File: src/rtl/p_fxp_acc_pkg.sv
// Shared fixed-point helpers: format descriptor, wide carrier type and
// saturation limits for a given format.
package p_fxp_acc_pkg;

    typedef struct packed {
        logic       sign;
        logic [7:0] prec;
        logic [7:0] frac;
    } dconf_t;

    localparam dconf_t DEF_DCONF_INT = '{sign: 1'b1, prec: 8'd16, frac: 8'd0};

    // FXP: wide signed carrier for limits and intermediate values
    typedef logic signed [63:0] fxp_t;

    function automatic fxp_t sat_max(dconf_t c);
        if (c.sign)
            return (fxp_t'(1) <<< (c.prec - 8'd1)) - fxp_t'(1);
        else
            return (fxp_t'(1) <<< c.prec) - fxp_t'(1);
    endfunction

    function automatic fxp_t sat_min(dconf_t c);
        if (c.sign)
            return -(fxp_t'(1) <<< (c.prec - 8'd1));
        else
            return fxp_t'(0);
    endfunction

    function automatic int int_bits(dconf_t c);
        return int'(c.prec) - int'(c.frac);
    endfunction

endpackage

`ifndef DEF_DCONF_INT
`define DEF_DCONF_INT p_fxp_acc_pkg::DEF_DCONF_INT
`endif

File: src/rtl/p_fxp_sat_addsub.sv
// One lane: extend the input to the output format, add or subtract it from
// the base value and clamp to the output format limits.
module p_fxp_sat_addsub
    import p_fxp_acc_pkg::*;
#(
    parameter dconf_t I_CONF = `DEF_DCONF_INT,
    parameter dconf_t O_CONF = `DEF_DCONF_INT,
    parameter int     I_PREC = int'(I_CONF.prec),
    parameter int     O_PREC = int'(O_CONF.prec)
) (
    input  logic [I_PREC-1:0] in_val,
    input  logic [O_PREC-1:0] base,
    input  logic              sub,
    output logic [O_PREC-1:0] sum,
    output logic              ovf
);

    // Two guard bits hold any base +/- input without wrapping.
    localparam int W  = O_PREC + 2;
    localparam int SH = int'(O_CONF.frac) - int'(I_CONF.frac);

    localparam logic signed [W-1:0] MAX_W = W'(sat_max(O_CONF));
    localparam logic signed [W-1:0] MIN_W = W'(sat_min(O_CONF));

    logic                in_msb;
    logic                base_msb;
    logic signed [W-1:0] in_ext;
    logic signed [W-1:0] base_ext;
    logic signed [W-1:0] res;

    always_comb begin
        in_msb   = I_CONF.sign & in_val[I_PREC-1];
        base_msb = O_CONF.sign & base[O_PREC-1];
        in_ext   = $signed({{(W-I_PREC){in_msb}}, in_val}) <<< SH;
        base_ext = $signed({{(W-O_PREC){base_msb}}, base});
        res      = sub ? (base_ext - in_ext) : (base_ext + in_ext);
        sum      = res[O_PREC-1:0];
        ovf      = 1'b0;
        if (res > MAX_W) begin
            sum = MAX_W[O_PREC-1:0];
            ovf = 1'b1;
        end else if (res < MIN_W) begin
            sum = MIN_W[O_PREC-1:0];
            ovf = 1'b1;
        end
    end

endmodule

File: src/rtl/p_fxp_acc.sv
// Multi-lane saturating packet accumulator. Beats accumulate per lane until
// in_last; the packet sum is then held on the output until consumed.
//
// Handshake: a beat transfers on a rising edge where in_valid && in_ready;
// a result transfers where out_valid && out_ready. in_ready = !out_valid ||
// out_ready, so a new packet's first beat may enter while the previous
// result is being taken. Held outputs never change while out_ready is low.
module p_fxp_acc
    import p_fxp_acc_pkg::*;
#(
    parameter dconf_t I_CONF = `DEF_DCONF_INT,
    parameter dconf_t O_CONF = `DEF_DCONF_INT,
    parameter int     LANES  = 1,
    parameter int     I_PREC = int'(I_CONF.prec),
    parameter int     O_PREC = int'(O_CONF.prec)
) (
    input  logic                      clk,
    input  logic                      reset,
    input  logic                      in_valid,
    output logic                      in_ready,
    input  logic [LANES*I_PREC-1:0]   in_data,
    input  logic [LANES-1:0]          in_sub,
    input  logic                      in_last,
    output logic                      out_valid,
    input  logic                      out_ready,
    output logic [LANES*O_PREC-1:0]   out_data,
    output logic [LANES-1:0]          out_ovf,
    output logic [0:0]                dbg_state
);

    localparam logic [0:0] ST_ACC  = 1'b0;
    localparam logic [0:0] ST_HOLD = 1'b1;

    if (int'(O_CONF.frac) < int'(I_CONF.frac) ||
        int_bits(O_CONF) < int_bits(I_CONF)) begin : g_bad_conf
        $error("p_fxp_acc: O_CONF cannot represent every I_CONF value");
    end

    logic [0:0]              state_q;
    logic                    first_q;
    logic [LANES*O_PREC-1:0] acc_q;
    logic [LANES-1:0]        ovf_q;
    logic [LANES*O_PREC-1:0] sum_w;
    logic [LANES-1:0]        lane_ovf_w;
    logic                    accept;

    assign out_valid = (state_q == ST_HOLD);
    assign in_ready  = !out_valid || out_ready;
    assign accept    = in_valid && in_ready;
    assign out_data  = acc_q;
    assign out_ovf   = ovf_q;
    assign dbg_state = state_q;

    for (genvar i = 0; i < LANES; i++) begin : g_lane
        logic [O_PREC-1:0] base;
        // The first beat of a packet starts from zero, not the old result.
        assign base = first_q ? '0 : acc_q[i*O_PREC +: O_PREC];

        p_fxp_sat_addsub #(
            .I_CONF (I_CONF),
            .O_CONF (O_CONF),
            .I_PREC (I_PREC),
            .O_PREC (O_PREC)
        ) u_sat_addsub (
            .in_val (in_data[i*I_PREC +: I_PREC]),
            .base   (base),
            .sub    (in_sub[i]),
            .sum    (sum_w[i*O_PREC +: O_PREC]),
            .ovf    (lane_ovf_w[i])
        );
    end

    always_ff @(posedge clk) begin
        if (reset) begin
            state_q <= ST_ACC;
            first_q <= 1'b1;
            acc_q   <= '0;
            ovf_q   <= '0;
        end else begin
            if (accept) begin
                acc_q   <= sum_w;
                ovf_q   <= first_q ? lane_ovf_w : (ovf_q | lane_ovf_w);
                first_q <= in_last;
            end
            if (accept && in_last)
                state_q <= ST_HOLD;
            else if (out_valid && out_ready)
                state_q <= ST_ACC;
        end
    end

endmodule

File: config.mk
export PLATFORM = sky130hd
export DESIGN_NAME = p_fxp_acc
export DESIGN_NICKNAME = d
export VERILOG_FILES = /design/src/rtl/p_fxp_acc_pkg.sv /design/src/rtl/p_fxp_sat_addsub.sv /design/src/rtl/p_fxp_acc.sv
export SDC_FILE = /design/constraint.sdc
export NUM_CORES = 1
export LEC_CHECK = 0
export ABC_AREA = 0
export CORE_MARGIN = 5
export CORE_UTILIZATION = 40
export DETAILED_ROUTE_END_ITERATION = 8
export SLEW_MARGIN = 20
export SYNTH_ARGS = -nofsm -noshare
export SYNTH_HDL_FRONTEND = slang
export SYNTH_SLANG_ARGS = --single-unit
File: constraint.sdc
create_clock -name clk -period 4.12 [get_ports clk]
set_clock_uncertainty 0.05 [all_clocks]
set_input_delay 0.618 -clock clk [delete_from_list [all_inputs] [get_ports clk]]
set_output_delay 0.618 -clock clk [all_outputs]
set_load 0.02 [all_outputs]
==> qor.yml <==
drc: 0
gp_congestion: 0.845
ys_seq_area_share_pct: 16.5
hold_viol: 0
crit_path_top_delay_cell: "o41ai_4"
dp_hpwl_mm: 4.84
yosysUniqueCellTypes: 49
multi_input_area_mm2: 0.00181
wl_per_cell_um: 15.1
syn_to_final_growth_pct: 24.9
vias_per_cell: 5.56
firstDrtPassIters: 5
postSynthCellCount: 295
finalMaxSlewViolations: 0
start_kind: "primary input"
yosysMostFrequentCell: "nor2_1"
dieArea_mm2: 0.00738
tightest_slew_ps: 938
syn_avg_cell_area_um2: 7.81
port_buffers: 41
yosys-top-cells-area: "dfxtp_1, ha_1, xnor2_1"
clockBufferDepth: 2
synth_area_leader_cell: "dfxtp_1"
synth_nets: 335
routed_wl_mm: 6.21
cts.htree.levels: 1
grt_pass1_wl_mm: 10.3
critPathTopFamily: "compound AO/OA/AOI/OAI gates"
status: "completed"
fin_crit_ps: 3790
ios: 42
switchingPower_w: 0.000330
synth_common_cells: "nor2_1, a21oi_1, nand2_1"
dpl-instance-area_mm2: 0.00283
die_x_um: 85.9
syn_area_mm2: 0.00230
clockRootBuffer: "clkbuf_8"
final.setup.tns_ps: 0
power.internal_w: 0.000475
clock-sinks: 19
hold_class: "register to register"
power_leakage_nw: 1.07
cts_setup_buffers: 0
critPathArrivalTime_ps: 3830
fmax_ghz: 0.264
cpPeakStageDelay_ps: 600
synth-edff-count: 0
power_switching_share_pct: 41.0
grt_max_degree: 28
cp_cell_sequence: "clkdlybuf4s50_1, inv_1, ha_1, nand2_1, nor3_1, a21oi_1, xnor2_1, ha_1, a21oi_1, o21ai_0, o41ai_4, nor2_8, o211ai_1, a311oi_2"
yosys_warnings: 0
comb_power_share_pct: 55.4
path_class: "primary input to register"
ant_nets: 0
powerDensity_mw_per_mm2: 280
hold_buffers: 0
grt_pass1_vias: 2197
vias: 2287
fillers: 555
rsz0062_at_grt: "false"
gr-usage-all-layers_pct: 17.0
power_frac_seq_pct: 28.1
die_y_um: 85.9
tritoncts: "built"
nets: 380
irDropWorstVdd_mv: 0.190
initial_utilization_pct: 41.6
ys_seq_elements: 19
relSlewSlack_pct: 37.3
antennaDiodeCount: 0
synthArstFlopShare_pct: 0
critPathMaxFanout: 27
end_kind: "register"
clock_latency_ps: 260
regArea_um2: 380
path_clk_slew_ps: 70
fin_crit_sh_pct: 92.0
setup_viol: 0
clockPowerShare_pct: 16.4
final_cell_area_mm2: 0.00288
cts-buffers-inserted: 3
drive_above_1_share_pct: 13.0
cp.buffers_inverters: 2
synthFlopType: "dfxtp_1"
grt_antenna_before_repair: 0
utilization_pct: 51.9
overflow: 0
drt-initial-drc-count: 91
yosysTopAreaCellShare_pct: 16.5
core_mm2: 0.00554
critPathRequiredTime_ps: 4160
cts_resized: 0
max_cap_violations: 0
rows: 27
[flip-flops by register name, summed over array words and instances, names as in the netlist]
name / flops
first_q: 1
dbg_state: 1
out_ovf: 1
out_data: 16
[cell usage in the layout, fill, tap and decap left out, drive strengths merged, types with 2 or more instances in the layout]
cell,n
nor4,2
inv,6
xor2,6
buf,14
nor2b,15
nand4,3
ha,17
clkdlybuf4s50,41
dfxtp,19
nand2,26
nor3,12
xnor2,22
a211o,2
and2,3
a311oi,8
nand2b,9
a31oi,4
nor2,37
a211oi,9
clkbuf,4
o211ai,16
o21ai,16
a21oi,32
o21a,2
[final timing paths]
kind	start	to	slack [ps]	cells past startpoint
worst max register to register	first_q	out_data[9]	950	10
worst min register to register	out_data[4]	out_data[4]	470	2
worst max-delay path	in_data[1]	out_data[6]	330	14
worst min-delay path	out_data[4]	out_data[4]	470	2
[power by group through the flow]
stage	logic, W	registers, W	clock network [W]
after floorplan	0.000289	0.000249	0
after global placement	0.000440	0.000231	0
after detailed placement	0.000441	0.000231	0
after CTS	0.000444	0.000227	0.000135
after global routing	0.000488	0.000230	0.000142
final	0.000446	0.000227	0.000132
[worst register-to-register path: stages (launching register included)]
cell      delay [ps]
dfxtp_1          700
nor2b_1          170
ha_1             400
a21oi_1          200
nand2_1           70
o21ai_1          410
o21bai_1         190
a211o_4          420
buf_4            190
o211ai_1         120
a211oi_2         110
[per-layer routing]
metal	vias to the layer above	global-route usage, %	share of wire [%]
li1	1162	-	-
met1	1069	23.9	51
met2	49	26.8	43
met3	7	2.11	4.7
met4	0	5.04	1.3
met5	-	0	0
[through the flow]
stage / total power [W] / hold WS (ps) / instances / setup slack, ps
final: 0.000805 / 470 / 411 / 329
after global routing: 0.000860 / 496 / 411 / 3.07
after CTS: 0.000805 / 477 / 411 / 311
after detailed placement: 0.000672 / 467 / 407 / 68.3
after global placement: 0.000670 / 463 / 407 / 105
after floorplan: 0.000538 / 523 / 295 / 829
[cell type report]
class	instances	share of cell area, %
flip-flops and latches	19	13.2
repair buffers	55	18.3
inverters	6	0.783
well taps	72	3.13
clock buffers	4	1.57
multi-input cells	255	63.0
[logic make-up (layout without fill, tap and decap cells)]
kind of cell    after synthesis  in the layout  synth area share [%]
compound gates               95             95                  32.3
flops                        19             19                  16.5
mux                           2              2                 0.923
simple gates                112            112                  24.3
fa+ha+maj                    18             18                  10.1
xor+xnor                     28             28                  11.0
buf+inv                      21             65                  4.89
Note: power is estimated with default switching activity, not from simulation.
